--- src/rtl/mouse_device_sm.sv ---
// -----------------------------------------------------------------------------
// mouse_device_sm
// Device-side PS/2 mouse protocol engine. It answers host commands with an
// acknowledge (or a resend request for corrupted bytes), runs the power-on /
// reset self-test sequence (delay, AA, 00), and, while data reporting is on,
// turns accumulated movement and button changes into 3-byte stream packets.
//
// Ports
//   CLK              sole clock, rising edge
//   RESET            synchronous, active-high reset
//   READ_ENABLE      receiver enable, low only while in reset
//   BYTE_READ        host command byte
//   BYTE_ERROR_CODE  receive status, 00 = good
//   BYTE_READY       one-cycle strobe, BYTE_READ/BYTE_ERROR_CODE valid
//   SEND_BYTE        one-cycle transmit request
//   BYTE_TO_SEND     byte to transmit, held until BYTE_SENT
//   BYTE_SENT        one-cycle strobe, transmit finished
//   MOVE_VALID       movement sample strobe
//   MOVE_DX/MOVE_DY  signed 9-bit movement deltas
//   BUTTONS          {middle, right, left} button levels
//   STREAMING        data reporting enabled
//   PACKET_DONE      one-cycle pulse after the last packet byte is sent
//
// Optional feature: define MOUSE_DEVICE_RESEND_EN to make host command FE
// retransmit the last byte sent (AA if nothing has been sent since reset).
// Without it FE is acknowledged like any other unknown command.
// -----------------------------------------------------------------------------
module mouse_device_sm #(
  parameter int BAT_DELAY = 1000
) (
  input  logic       CLK,
  input  logic       RESET,
  output logic       READ_ENABLE,
  input  logic [7:0] BYTE_READ,
  input  logic [1:0] BYTE_ERROR_CODE,
  input  logic       BYTE_READY,
  output logic       SEND_BYTE,
  output logic [7:0] BYTE_TO_SEND,
  input  logic       BYTE_SENT,
  input  logic       MOVE_VALID,
  input  logic [8:0] MOVE_DX,
  input  logic [8:0] MOVE_DY,
  input  logic [2:0] BUTTONS,
  output logic       STREAMING,
  output logic       PACKET_DONE
);

  localparam logic [3:0] IDLE      = 4'd0;
  localparam logic [3:0] ACK_SEND  = 4'd1;
  localparam logic [3:0] ACK_WAIT  = 4'd2;
  localparam logic [3:0] BAT_DLY   = 4'd3;
  localparam logic [3:0] BAT_SEND  = 4'd4;
  localparam logic [3:0] BAT_WAIT  = 4'd5;
  localparam logic [3:0] ID_SEND   = 4'd6;
  localparam logic [3:0] ID_WAIT   = 4'd7;
  localparam logic [3:0] STAT_SEND = 4'd8;
  localparam logic [3:0] STAT_WAIT = 4'd9;
  localparam logic [3:0] DX_SEND   = 4'd10;
  localparam logic [3:0] DX_WAIT   = 4'd11;
  localparam logic [3:0] DY_SEND   = 4'd12;
  localparam logic [3:0] DY_WAIT   = 4'd13;

  // What to do once the acknowledge byte has gone out
  localparam logic [2:0] ACT_NONE = 3'd0;
  localparam logic [2:0] ACT_BAT  = 3'd1;
  localparam logic [2:0] ACT_ID   = 3'd2;
  localparam logic [2:0] ACT_ON   = 3'd3;
  localparam logic [2:0] ACT_OFF  = 3'd4;

  localparam logic [15:0] BAT_LAST = 16'(BAT_DELAY - 1);

  // Saturating signed add; result is {overflow, sum clamped to [-256, 255]}
  function automatic logic [9:0] sat_add(input logic [8:0] acc, input logic [8:0] delta);
    logic signed [9:0] sum;
    sum = $signed({acc[8], acc}) + $signed({delta[8], delta});
    if (sum > 10'sd255) begin
      sat_add = {1'b1, 9'h0FF};
    end else if (sum < -10'sd256) begin
      sat_add = {1'b1, 9'h100};
    end else begin
      sat_add = {1'b0, sum[8:0]};
    end
  endfunction

  logic [3:0]  state_r;
  logic [15:0] bat_cnt_r;
  logic        pend_valid_r, pend_err_r;
  logic [7:0]  pend_byte_r;
  logic [8:0]  acc_x_r, acc_y_r;
  logic        ovf_x_r, ovf_y_r;
  logic [2:0]  buttons_r, last_btn_r;
  logic [7:0]  dx_r, dy_r;
  logic [2:0]  ack_act_r;
  logic        read_enable_r, send_byte_r, streaming_r, packet_done_r;
  logic [7:0]  byte_to_send_r;
`ifdef MOUSE_DEVICE_RESEND_EN
  logic [7:0]  last_byte_r;
`endif

  logic        is_wait_s, take_cmd_s, start_pkt_s, clr_acc_s;
  logic [7:0]  cmd_byte_s, status_s;
  logic [2:0]  cmd_act_s;
  logic        cmd_reset_s;
  logic [8:0]  ax_base_s, ay_base_s, acc_x_nxt_s, acc_y_nxt_s;
  logic        ox_base_s, oy_base_s, ovf_x_nxt_s, ovf_y_nxt_s;
  logic [9:0]  sum_x_s, sum_y_s;

  // Scheduling: when a pending command is serviced and when a packet starts.
  // BUTTONS is sampled into buttons_r first so the packet-start decision and
  // the status byte both see the same registered button state.
  always_comb begin
    is_wait_s = (state_r == ACK_WAIT) || (state_r == BAT_WAIT) || (state_r == ID_WAIT) ||
                (state_r == STAT_WAIT) || (state_r == DX_WAIT) || (state_r == DY_WAIT);
    take_cmd_s = pend_valid_r && ((state_r == IDLE) || (is_wait_s && BYTE_SENT));
    start_pkt_s = (state_r == IDLE) && !pend_valid_r && streaming_r &&
                  ((acc_x_r != 9'd0) || (acc_y_r != 9'd0) || ovf_x_r || ovf_y_r ||
                   (buttons_r != last_btn_r));
    status_s = {ovf_y_r, ovf_x_r, acc_y_r[8], acc_x_r[8], 1'b1, buttons_r};
  end

  // Command decode: response byte and follow-up action for the pending entry
  always_comb begin
    cmd_byte_s  = 8'hFA;
    cmd_act_s   = ACT_NONE;
    cmd_reset_s = 1'b0;
    if (pend_err_r) begin
      cmd_byte_s = 8'hFE;
    end else begin
      case (pend_byte_r)
        8'hFF: begin
          cmd_act_s   = ACT_BAT;
          cmd_reset_s = 1'b1;
        end
        8'hF4: cmd_act_s = ACT_ON;
        8'hF5: cmd_act_s = ACT_OFF;
        8'hF2: cmd_act_s = ACT_ID;
`ifdef MOUSE_DEVICE_RESEND_EN
        8'hFE: cmd_byte_s = last_byte_r;
`endif
        default: cmd_act_s = ACT_NONE;
      endcase
    end
  end

  // Movement accumulation; a clear in the same cycle as a sample keeps the sample
  always_comb begin
    clr_acc_s = start_pkt_s || (take_cmd_s && cmd_reset_s);
    if (clr_acc_s) begin
      ax_base_s = 9'd0;
      ay_base_s = 9'd0;
      ox_base_s = 1'b0;
      oy_base_s = 1'b0;
    end else begin
      ax_base_s = acc_x_r;
      ay_base_s = acc_y_r;
      ox_base_s = ovf_x_r;
      oy_base_s = ovf_y_r;
    end
    sum_x_s = sat_add(ax_base_s, MOVE_DX);
    sum_y_s = sat_add(ay_base_s, MOVE_DY);
    if (MOVE_VALID) begin
      acc_x_nxt_s = sum_x_s[8:0];
      acc_y_nxt_s = sum_y_s[8:0];
      ovf_x_nxt_s = ox_base_s | sum_x_s[9];
      ovf_y_nxt_s = oy_base_s | sum_y_s[9];
    end else begin
      acc_x_nxt_s = ax_base_s;
      acc_y_nxt_s = ay_base_s;
      ovf_x_nxt_s = ox_base_s;
      ovf_y_nxt_s = oy_base_s;
    end
  end

  // Main state machine, command latch and registered outputs
  always_ff @(posedge CLK) begin
    if (RESET) begin
      state_r        <= BAT_DLY;
      bat_cnt_r      <= 16'd0;
      pend_valid_r   <= 1'b0;
      pend_err_r     <= 1'b0;
      pend_byte_r    <= 8'h00;
      acc_x_r        <= 9'd0;
      acc_y_r        <= 9'd0;
      ovf_x_r        <= 1'b0;
      ovf_y_r        <= 1'b0;
      buttons_r      <= 3'd0;
      last_btn_r     <= 3'd0;
      dx_r           <= 8'h00;
      dy_r           <= 8'h00;
      ack_act_r      <= ACT_NONE;
      read_enable_r  <= 1'b0;
      send_byte_r    <= 1'b0;
      byte_to_send_r <= 8'h00;
      streaming_r    <= 1'b0;
      packet_done_r  <= 1'b0;
`ifdef MOUSE_DEVICE_RESEND_EN
      last_byte_r    <= 8'hAA;
`endif
    end else begin
      read_enable_r <= 1'b1;
      send_byte_r   <= 1'b0;
      packet_done_r <= 1'b0;
      buttons_r     <= BUTTONS;
      acc_x_r       <= acc_x_nxt_s;
      acc_y_r       <= acc_y_nxt_s;
      ovf_x_r       <= ovf_x_nxt_s;
      ovf_y_r       <= ovf_y_nxt_s;

      // A byte arriving in the same cycle as a service stays pending
      if (take_cmd_s) begin
        pend_valid_r <= 1'b0;
      end
      if (BYTE_READY) begin
        pend_valid_r <= 1'b1;
        pend_err_r   <= (BYTE_ERROR_CODE != 2'b00);
        pend_byte_r  <= (BYTE_ERROR_CODE != 2'b00) ? 8'hFE : BYTE_READ;
      end
`ifdef MOUSE_DEVICE_RESEND_EN
      if (is_wait_s && BYTE_SENT) begin
        last_byte_r <= byte_to_send_r;
      end
`endif

      case (state_r)
        IDLE: begin
          if (start_pkt_s) begin
            state_r        <= STAT_SEND;
            send_byte_r    <= 1'b1;
            byte_to_send_r <= status_s;
            dx_r           <= acc_x_r[7:0];
            dy_r           <= acc_y_r[7:0];
            last_btn_r     <= buttons_r;
          end
        end
        ACK_SEND: state_r <= ACK_WAIT;
        ACK_WAIT: begin
          if (BYTE_SENT) begin
            state_r <= IDLE;
            case (ack_act_r)
              ACT_BAT: begin
                state_r   <= BAT_DLY;
                bat_cnt_r <= 16'd0;
              end
              ACT_ID: begin
                state_r        <= ID_SEND;
                send_byte_r    <= 1'b1;
                byte_to_send_r <= 8'h00;
              end
              ACT_ON:  streaming_r <= 1'b1;
              ACT_OFF: streaming_r <= 1'b0;
              default: state_r <= IDLE;
            endcase
          end
        end
        BAT_DLY: begin
          if (bat_cnt_r == BAT_LAST) begin
            state_r        <= BAT_SEND;
            send_byte_r    <= 1'b1;
            byte_to_send_r <= 8'hAA;
          end else begin
            bat_cnt_r <= bat_cnt_r + 16'd1;
          end
        end
        BAT_SEND: state_r <= BAT_WAIT;
        BAT_WAIT: begin
          if (BYTE_SENT) begin
            state_r        <= ID_SEND;
            send_byte_r    <= 1'b1;
            byte_to_send_r <= 8'h00;
          end
        end
        ID_SEND: state_r <= ID_WAIT;
        ID_WAIT: begin
          if (BYTE_SENT) begin
            state_r <= IDLE;
          end
        end
        STAT_SEND: state_r <= STAT_WAIT;
        STAT_WAIT: begin
          if (BYTE_SENT) begin
            state_r        <= DX_SEND;
            send_byte_r    <= 1'b1;
            byte_to_send_r <= dx_r;
          end
        end
        DX_SEND: state_r <= DX_WAIT;
        DX_WAIT: begin
          if (BYTE_SENT) begin
            state_r        <= DY_SEND;
            send_byte_r    <= 1'b1;
            byte_to_send_r <= dy_r;
          end
        end
        DY_SEND: state_r <= DY_WAIT;
        DY_WAIT: begin
          if (BYTE_SENT) begin
            state_r       <= IDLE;
            packet_done_r <= 1'b1;
          end
        end
        default: state_r <= IDLE;
      endcase

      // Servicing a command overrides the normal next step, aborting any
      // remaining packet bytes; a completed ack's streaming change still lands
      if (take_cmd_s) begin
        state_r        <= ACK_SEND;
        send_byte_r    <= 1'b1;
        byte_to_send_r <= cmd_byte_s;
        ack_act_r      <= cmd_act_s;
        if (cmd_reset_s) begin
          streaming_r <= 1'b0;
        end
      end
    end
  end

  assign READ_ENABLE  = read_enable_r;
  assign SEND_BYTE    = send_byte_r;
  assign BYTE_TO_SEND = byte_to_send_r;
  assign STREAMING    = streaming_r;
  assign PACKET_DONE  = packet_done_r;

endmodule

--- config.mk ---
export PLATFORM = sky130hd
export DESIGN_NAME = mouse_device_sm
export DESIGN_NICKNAME = d
export VERILOG_FILES = /design/src/rtl/mouse_device_sm.sv
export SDC_FILE = /design/constraint.sdc
export NUM_CORES = 1
export LEC_CHECK = 0
export BUFFER_PORTS_ARGS = -buffer_cell sky130_fd_sc_hd__buf_2
export CAP_MARGIN = 20
export CORE_MARGIN = 8
export CORE_UTILIZATION = 35
export CTS_CLUSTER_DIAMETER = 40
export DETAILED_ROUTE_END_ITERATION = 16
export PLACE_DENSITY = 0.62
export SLEW_MARGIN = 30
export SYNTH_ARGS = -nofsm -noshare
export SYNTH_HDL_FRONTEND = slang
export SYNTH_SLANG_ARGS = --single-unit
--- constraint.sdc ---
create_clock -name CLK -period 4.2 [get_ports CLK]
set_input_delay 0 -clock CLK [delete_from_list [all_inputs] [get_ports CLK]]
set_output_delay 0 -clock CLK [all_outputs]
set_load 0.005 [all_outputs]
# Word-level counts from Yosys, hierarchy flattened
# Cells that the tools add are included.
# Widths: inputs -> output; s select.
word_totals:
  regBits: 87
  latch_bits: 0
  ram_bits: 0
  romBits: 0
  wordCells: 160
  memories: 0
classes:
  addsub: 3
  multipliers: 0
  n_div: 0
  magnitude_cmp: 4
  eq_ne: 40
  shifts: 0
  mux: 56
  bitwise: 3
  n_reduce_logical: 34
op_table:
  columns: ["operator", "count"]
  rows:
  - ["$mux 8", 9]
  - ["$pmux 4 s13", 1]
  - ["$mux 16", 3]
  - ["$pmux 8 s6", 1]
  - ["$mux 10", 4]
  - ["$mux 9", 4]
  - ["$eq 8x8->1 const B", 4]
  - ["$pmux 16 s2", 1]
  - ["$mux 4", 7]
  - ["$eq 4x4->1 const B", 6]
  - ["$add 9x9->10", 2]
  - ["$gt 10x9->1 const B", 2]
  - ["$lt 10x9->1 const B", 2]
  - ["$mux 1", 19]
  - ["$ne 3x3->1 const B", 6]
  - ["$reduce_bool 9->1", 2]
  - ["$add 16x1->16 const B", 1]
  - ["$eq 16x10->1 const B", 1]
  - ["$eq 4x3->1 const B", 4]
  - ["$ne 2x2->1 const B", 7]
  - ["$reduce_and 7->1", 2]
  - ["$pmux 3 s4", 1]
  - ["$logic_or 1x1->1", 11]
  - ["$eq 4x2->1 const B", 2]
  - ["25 further kinds", 38]

# Depth between registers and ports, before layout
# Gate-level depths: netlist of the first run.
logic_depth:
  word_depth: 18
  mapped_depth: 17

# Worst setup path after synthesis of the first run
# No wires, ideal clock.
synth_timing:
  path_type: "reg2reg"
  from: "reg state_r[3]"
  to: "reg acc_y_r[6]"
  arrival_time_ns: 3.655
  setup_slack_ns: 0.414
  path_stages_with_launch: 16
  n_path_buf: 2
  period_less_slack_ns: 3.786
  path_cell_list: "dfxtp_1 > clkbuf_1 > nand3b_1 > o22a_1 > a211oi_1 > nor2_1 > clkbuf_1 > and2_1 > ha_1 > fa_1 > a211oi_1 > o21ai_0 > a31oi_1 > xnor2_1 > a21oi_1 > o211ai_1"
synth_via:
  elab_chain_len: 17
synth_rtl:
  columns: ["element", "line", "text"]
  rows:
  - ["start: declaration", "85", "logic [3:0] state_r;"]
  - ["start signal: assignment", "177", "state_r <= BAT_DLY;"]
  - ["start signal: assignment", "227", "state_r <= STAT_SEND;"]
  - ["start signal: assignment", "235", "ACK_SEND: state_r <= ACK_WAIT;"]
  - ["$eq 4x2->1 / $eq 4x3->1 (equally long branches)", "112", "is_wait_s = (state_r == ACK_WAIT) || (state_r == BAT_WAIT) || (state_r == ID_WAIT) ||"]
  - ["$logic_or 1x1->1 (3 in series)", "112", null]
  - ["$logic_or 1x1->1 (2 in series)", "113", "(state_r == STAT_WAIT) || (state_r == DX_WAIT) || (state_r == DY_WAIT);"]
  - ["$logic_and 1x1->1", "114", "take_cmd_s = pend_valid_r && ((state_r == IDLE) || (is_wait_s && BYTE_SENT));"]
  - ["$logic_or 1x1->1", "114", null]
  - ["$logic_and 1x1->1", "114", null]
  - ["$logic_and 1x1->1", "147", "clr_acc_s = start_pkt_s || (take_cmd_s && cmd_reset_s);"]
  - ["$logic_or 1x1->1 *", "147", null]
  - ["$mux 9 *", "148", "if (clr_acc_s) begin"]
  - ["$add 9x9->10", "75", "sum = $signed({acc[8], acc}) + $signed({delta[8], delta});"]
  - ["$lt 10x9->1", "78", "end else if (sum < -10'sd256) begin"]
  - ["$mux 10", "78", null]
  - ["$mux 10", "76", "if (sum > 10'sd255) begin"]
  - ["$mux 9 *", "161", "if (MOVE_VALID) begin"]
  - ["end signal: assignment", "205", "acc_y_r <= acc_y_nxt_s;"]
  - ["end: declaration", "89", "logic [8:0] acc_x_r, acc_y_r;"]
# Mark *: on every way between the ends. The rest lies on a longest branch, timed or not.
# A chain may end at the register's enable or synchronous reset.

# Final worst setup path of the first run
layout_timing:
  from: "reg acc_x_r[2]"
  to: "reg acc_x_r[2]"
layout_via:
  elab_chain_len: 13
layout_rtl:
  columns: ["element", "line", "text"]
  rows:
  - ["start: declaration", "89", null]
  - ["start signal: assignment", "204", "acc_x_r <= acc_x_nxt_s;"]
  - ["$reduce_bool 9->1", "116", "((acc_x_r != 9'd0) || (acc_y_r != 9'd0) || ovf_x_r || ovf_y_r ||"]
  - ["$logic_or 1x1->1 (4 in series)", "116", null]
  - ["$logic_and 1x1->1", "115", "start_pkt_s = (state_r == IDLE) && !pend_valid_r && streaming_r &&"]
  - ["$logic_or 1x1->1", "147", null]
  - ["$mux 9 *", "148", null]
  - ["$add 9x9->10", "75", null]
  - ["$lt 10x9->1", "78", null]
  - ["$mux 10", "78", null]
  - ["$mux 10", "76", null]
  - ["$mux 9 *", "161", null]
# Marks and branches as above.

==> impl_metrics.tcl, run 1 <==
set metrics [dict create \
    ys_ff_latch 87 \
    dr.pass1.iters 4 \
    cts_buffers 9 \
    critPathLaunchType "flop" \
    setup_ws_ps 291 \
    cp-end-kind "flop" \
    final-setup-viol-count 0 \
    critPathMaxFanout 13 \
    io_pins 48 \
    grt_usage_pct 14.3 \
    p_leak_nw 2.29 \
    outcome "finished, final reports clean" \
    final_cell_area_um2 5880 \
    vdd_drop_max_mv 0.261 \
    worstPathArrival_ps 4140 \
    htree_levels 3 \
    vias_per_cell 5.32 \
    layout.nets 701 \
    placed_area_um2 5400 \
    syn_nets 643 \
    io_buffers 47 \
    netSwitchingPower_mw 1.31 \
    numClockSinks 87 \
    seqPwrFrac_pct 31.9 \
    die_h_um 135 \
    place_ws_ps 53.8 \
    root_buffer "clkbuf_16" \
    min_period_ps 3910 \
    avgSynthCellArea_um2 8.40 \
    ant_nets 0 \
    synth-edff-count 0 \
    hold_viol 0 \
    core_um2 13800 \
    cts_tree "done" \
    async_flop_share_pct 0 \
    synth_area_leaders "dfxtp_1 (35%), mux2i_1 (6.7%), a21oi_1 (5.7%)" \
    netlist_instances 586 \
    p_int_mw 2.21 \
    sw_frac_of_total_pct 37.3 \
    max-cap-violations 0 \
    powerDensity_nw_per_um2 600 \
    num_antenna_cells 0 \
    setup.worst_path.class "flop to flop" \
    synthesis.area_um2 4920 \
    setup_tns_ps 0 \
    whs_ps 27.5 \
    utilization_pct 42.5 \
    drtIter0Drc 231 \
    avgRoutedWirePerCell_um 15.4 \
    grt_pass1_vias 4516 \
    slew_violations 0 \
    rsz0062_at_grt "false" \
    syn_to_final_growth_pct 19.4 \
    clock_power_share_pct 26.1 \
    min_period_over_period_pct 93.1 \
    worst_slew_pin_slew_ps 789 \
    via_count 4414 \
    fillers 1337 \
    die-area_um2 18100 \
    antenna_found_initial 0 \
    globalplace.congestion 0.901 \
    wirelength_mm 12.8 \
    dp_cells 802 \
    grt.overflow.total 0 \
    drive_gt1_share_pct 14.8 \
    yosysUniqueCellTypes 63 \
    skew_ps 3.89 \
    worstSkewPairLatency_ps 340 \
    seq_area_frac_synth_pct 35.4 \
    place_hpwl_mm 9.73 \
    clk_pin_slew_ps 60 \
    p_comb_share_pct 42.1 \
    row_count 43 \
    max_freq_mhz 256 \
    required_ps 4430 \
    dominantRegCellSynth "dfxtp_1" \
    p_total_mw 3.53 \
    die_w_um 135 \
    synth-warning-count 0 \
    slew_headroom_pct 47.3 \
    fin_cells 829 \
    drc 0 \
    cts.path.max_buffers 2 \
    min_path_type "input pin to flop" \
    grt_pass1_wl_mm 21.6 \
    yosysTopAreaCell "dfxtp_1" \
    yosys.area.top_type_share_pct 35.4 \
    reg2reg_slack_ps 290 \
    start_util_pct 35.6 \
    grt_start_max_net_pins 50 \
]
## kinds of logic (layout without fill, tap and decap cells)
family	Yosys count	after routing	synth area share, %
flops	87	87	35.4
fa+ha+maj	22	22	5.85
mux	33	33	6.71
xor+xnor	35	35	6.23
buf+inv	37	100	3.05
compound gates	156	156	20.0
simple gates	216	216	22.8
## power groups by stage
| stage | clock [mW] | sequential, mW | combinational (mW) |
|---|---|---|---|
| global placement | 0 | 1.13 | 1.41 |
| detailed placement | 0 | 1.14 | 1.45 |
| global route | 0.968 | 1.14 | 1.66 |
| floorplan | 0 | 1.08 | 1.12 |
| CTS | 0.936 | 1.12 | 1.47 |
| finish | 0.919 | 1.12 | 1.48 |
## worst paths after layout
check,startpoint,end,cells after the start
worst min-delay path,BYTE_READ[0],pend_byte_r[0],4
worst min register to register,BYTE_TO_SEND[0],BYTE_TO_SEND[0],2
worst max register to register,acc_x_r[2],acc_x_r[2],14
worst max-delay path,acc_x_r[2],acc_x_r[2],14
## worst max-delay path: stages (launching register included)
cell,delay [ps]
dfxtp_1,340
nor4_1,450
nand4_1,210
o211a_1,270
nor2_1,370
buf_4,260
and2_1,190
ha_1,250
a211oi_1,310
o211ai_1,210
a31o_2,290
o211a_1,200
o21ai_0,210
buf_4,180
nand2_1,50
## timing repair
| item | in CTS | in global routing |
|---|---|---|
| hold buffers | 11 | 0 |
| endpoints found under the hold margin | 11 | 0 |
| cloned | 0 | 0 |
| gates resized for setup | 1 | 5 |
| setup endpoints to repair | 3 | 14 |
| buffers inserted | 0 | 0 |
| pin swaps | 0 | 0 |
## Yosys cell counts (all sizes together) (8+ instances only)
master and instances:
nor2 62, clkbuf 18, inv 9, and2 22, o21ai 39, xnor2 26, ha 19, nor4 13
buf 9, nor3 11, nor4b 8, a21oi 56, dfxtp 87, xor2 9, nand2 47, mux2i 33
## per-layer routing
layer  wire, um  track usage (%)  part of all wire (%)
met2       6330             25.4                    49
met5          0                0                     0
met3        660             3.27                   5.2
met1       5520             16.4                    43
met4        278             5.36                   2.2
## state kept, by name, summed over array words and instances, names as in the netlist, 3 cells and up
register	flops
BYTE_TO_SEND	8
dy_r	8
bat_cnt_r	16
pend_byte_r	8
acc_x_r	9
buttons_r	3
last_btn_r	3
dx_r	8
acc_y_r	9
state_r	4
ack_act_r	3
## layout make-up
class                      instances  area (um2)  area share (%)
inverter                          10        37.5           0.639
clock inverter                     5         104            1.77
tap                              180         225            3.83
multi-input combinational        462        3060            52.0
clock buffer                      11         243            4.13
sequential                        87        1740            29.7
timing repair buffer              74         465            7.92
## layout by cell type (no fill, tap or decap), types with 3 or more instances in the layout
cell type,synthesis,routed
nand4_1,7,7
buf_2,6,47
o21ai_0,38,38
a21o_1,4,4
a31oi_1,6,6
mux2i_1,33,33
clkbuf_16,0,9
or2_2,3,3
nand2_1,46,46
inv_1,9,9
nor2b_1,7,7
dlygate4sd3_1,0,11
bufinv_16,0,3
and2_1,22,22
a21boi_0,3,3
buf_4,1,16
nand3_1,6,6
a22oi_1,7,7
dfxtp_1,87,85
nor4_1,13,11
nor4b_1,8,8
nor3b_1,5,5
o211ai_1,6,6
a21oi_1,56,55
nand3b_1,5,5
xor2_1,9,9
and3_1,5,5
nand2b_1,5,5
nor3_1,11,11
ha_1,19,19
a311oi_1,5,5
xnor2_1,26,25
a211oi_1,6,5
a32oi_1,3,3
nor2_1,62,62
(Power assumes the default switching activity.)
==> run 2, diff against run 1 <==
--- a/config.mk
+++ b/config.mk
@@ -11,7 +11,7 @@
 export CORE_UTILIZATION = 35
 export CTS_CLUSTER_DIAMETER = 40
 export DETAILED_ROUTE_END_ITERATION = 16
-export PLACE_DENSITY = 0.62
+export PLACE_DENSITY = 0.57
 export SLEW_MARGIN = 30
 export SYNTH_ARGS = -nofsm -noshare
 export SYNTH_HDL_FRONTEND = slang
==> run 2 against run 1 <==
Against the previous run: via count up 1.0%; sequential share of layout area increased by 0.19 points; clock-buffer cell count unchanged; non-clock buffer count is 1 higher; critical path type unchanged; largest cell class unchanged.
==> impl_metrics.tcl, run 2 (same netlist as run 1, synthesis figures left out) <==
set metrics [dict create \
    outcome "finished, final reports clean" \
    skew_ps 7.88 \
    powerDensity_nw_per_um2 578 \
    numClockSinks 87 \
    wirelength_mm 13.1 \
    final-setup-viol-count 0 \
    drc 0 \
    grt.overflow.total 0 \
    worstSkewPairLatency_ps 340 \
    start_util_pct 35.6 \
    core_um2 13800 \
    p_total_mw 3.37 \
    multiInputGateArea_um2 3070 \
    grt_pass1_wl_mm 21.6 \
    slew_violations 0 \
    min_path_cells 4 \
    row_count 43 \
    htree_levels 3 \
    vdd_drop_max_mv 0.341 \
    setup_tns_ps 0 \
    cp_common_cell "o21ai_0" \
    die-area_um2 18100 \
    cts_buffers 9 \
    max_freq_mhz 254 \
    place_hpwl_mm 9.84 \
    final_common_cell "dfxtp_1" \
    die_w_um 135 \
    min_period_over_period_pct 93.9 \
    cts_tree "done" \
    fillers 1373 \
    whs_ps 8.68 \
    p_leak_nw 2.26 \
    cts.path.max_buffers 2 \
    io_buffers 47 \
    r2r_cells 13 \
    syn_to_final_growth_pct 18.5 \
    setup.worst_path.class "flop to flop" \
    clk_pin_slew_ps 60 \
    avgRoutedWirePerCell_um 15.7 \
    placed_area_um2 5400 \
    final_cell_area_um2 5830 \
    vias_per_cell 5.37 \
    via_count 4458 \
    seqCellArea_um2 1740 \
    worst_slew_pin_slew_ps 738 \
    crit_chain "nand3b_1, o22a_1, a211oi_2, nor2_1, and2_1, ha_1, fa_1, a211oi_1, o21ai_0, a31oi_2, xor2_1, maj3_1, o21ai_0" \
    cp-end-kind "flop" \
    antenna_found_initial 0 \
    critPathLaunchType "flop" \
    max-cap-violations 0 \
    slew_headroom_pct 50.7 \
    min_period_ps 3940 \
    critPathMaxFanout 11 \
    regMostFlops "bat_cnt_r" \
    ant_nets 0 \
    required_ps 4470 \
    grt_pass1_vias 4409 \
    rsz0062_at_grt "false" \
    reg_top3 "bat_cnt_r x16, acc_x_r x9, acc_y_r x9" \
    worstPathArrival_ps 4210 \
    hold_viol 0 \
    grt_usage_pct 14.6 \
    dr.pass1.iters 4 \
    critPathMaxStageDelay_ps 530 \
    layout.nets 702 \
    num_antenna_cells 0 \
    grt_start_max_net_pins 51 \
    final_cell_mix "dfxtp_1 (87), nor2_1 (62), a21oi_1 (55)" \
    min_path_type "input pin to flop" \
    largest_reg_flops 16 \
    crit_slowest_cell "dfxtp_1" \
    cts_setup_buffers 0 \
    drive_gt1_share_pct 14.9 \
    globalplace.congestion 0.859 \
    die_h_um 135 \
    drtIter0Drc 309 \
    io_pins 48 \
    root_buffer "clkbuf_16" \
]
## run 2: final timing paths
kind | from | end | slack, ps
min reg2reg | BYTE_TO_SEND[2] | BYTE_TO_SEND[2] | 480
max reg2reg | state_r[0] | acc_y_r[7] | 260
max | state_r[0] | acc_y_r[7] | 260
min | BYTE_READ[0] | pend_byte_r[0] | 9
## run 2: power breakdown
group	switching [mW]	total [mW]	internal [mW]	leakage (nW)
Combinational	0.858	1.50	0.644	1.41
Sequential	0.134	1.10	0.970	0.712
Clock	0.342	0.766	0.424	0.138
## run 2: cell type report
cell class / instances / share of cell area (%)
timing repair buffer: 75 / 8.11
multi-input combinational: 462 / 52.6
inverter: 10 / 0.644
clock inverter: 5 / 0.708
tap: 180 / 3.86
sequential: 87 / 29.9
clock buffer: 11 / 4.16
## run 2: through the flow
stage	cells	utilization, %	worst slack, ps
floorplan	586	-	414
global placement	803	39.1	155
global route	830	42.2	42.3
finish	830	42.2	258
CTS	830	41.9	37.9
detailed placement	803	39.1	84.7
## run 2: critical path: cells and delay by family, from the launching register on
kind / cells / cell delay (ps)
AO/OA/AOI/OAI: 6 / 1640
flip-flops: 1 / 530
AND/OR/NAND/NOR: 3 / 540
XOR/XNOR: 1 / 160
adder cells (fa/ha/maj): 3 / 1010
## run 2: repair_timing
action                                  4_1_cts  5_1_grt
gates resized for setup                       0        7
hold buffers                                 11        0
endpoints found under the setup margin        0       17
hold endpoints to repair                     11        0
## run 2: layer usage
metal,share of wire (%),vias up,wire (um),track usage [%]
met4,2.7,0,350,6.67
met1,46,2092,5980,18.1
met5,0,-,0,0
met2,48,95,6240,24.1
met3,3.8,20,503,2.64
li1,-,2251,-,-
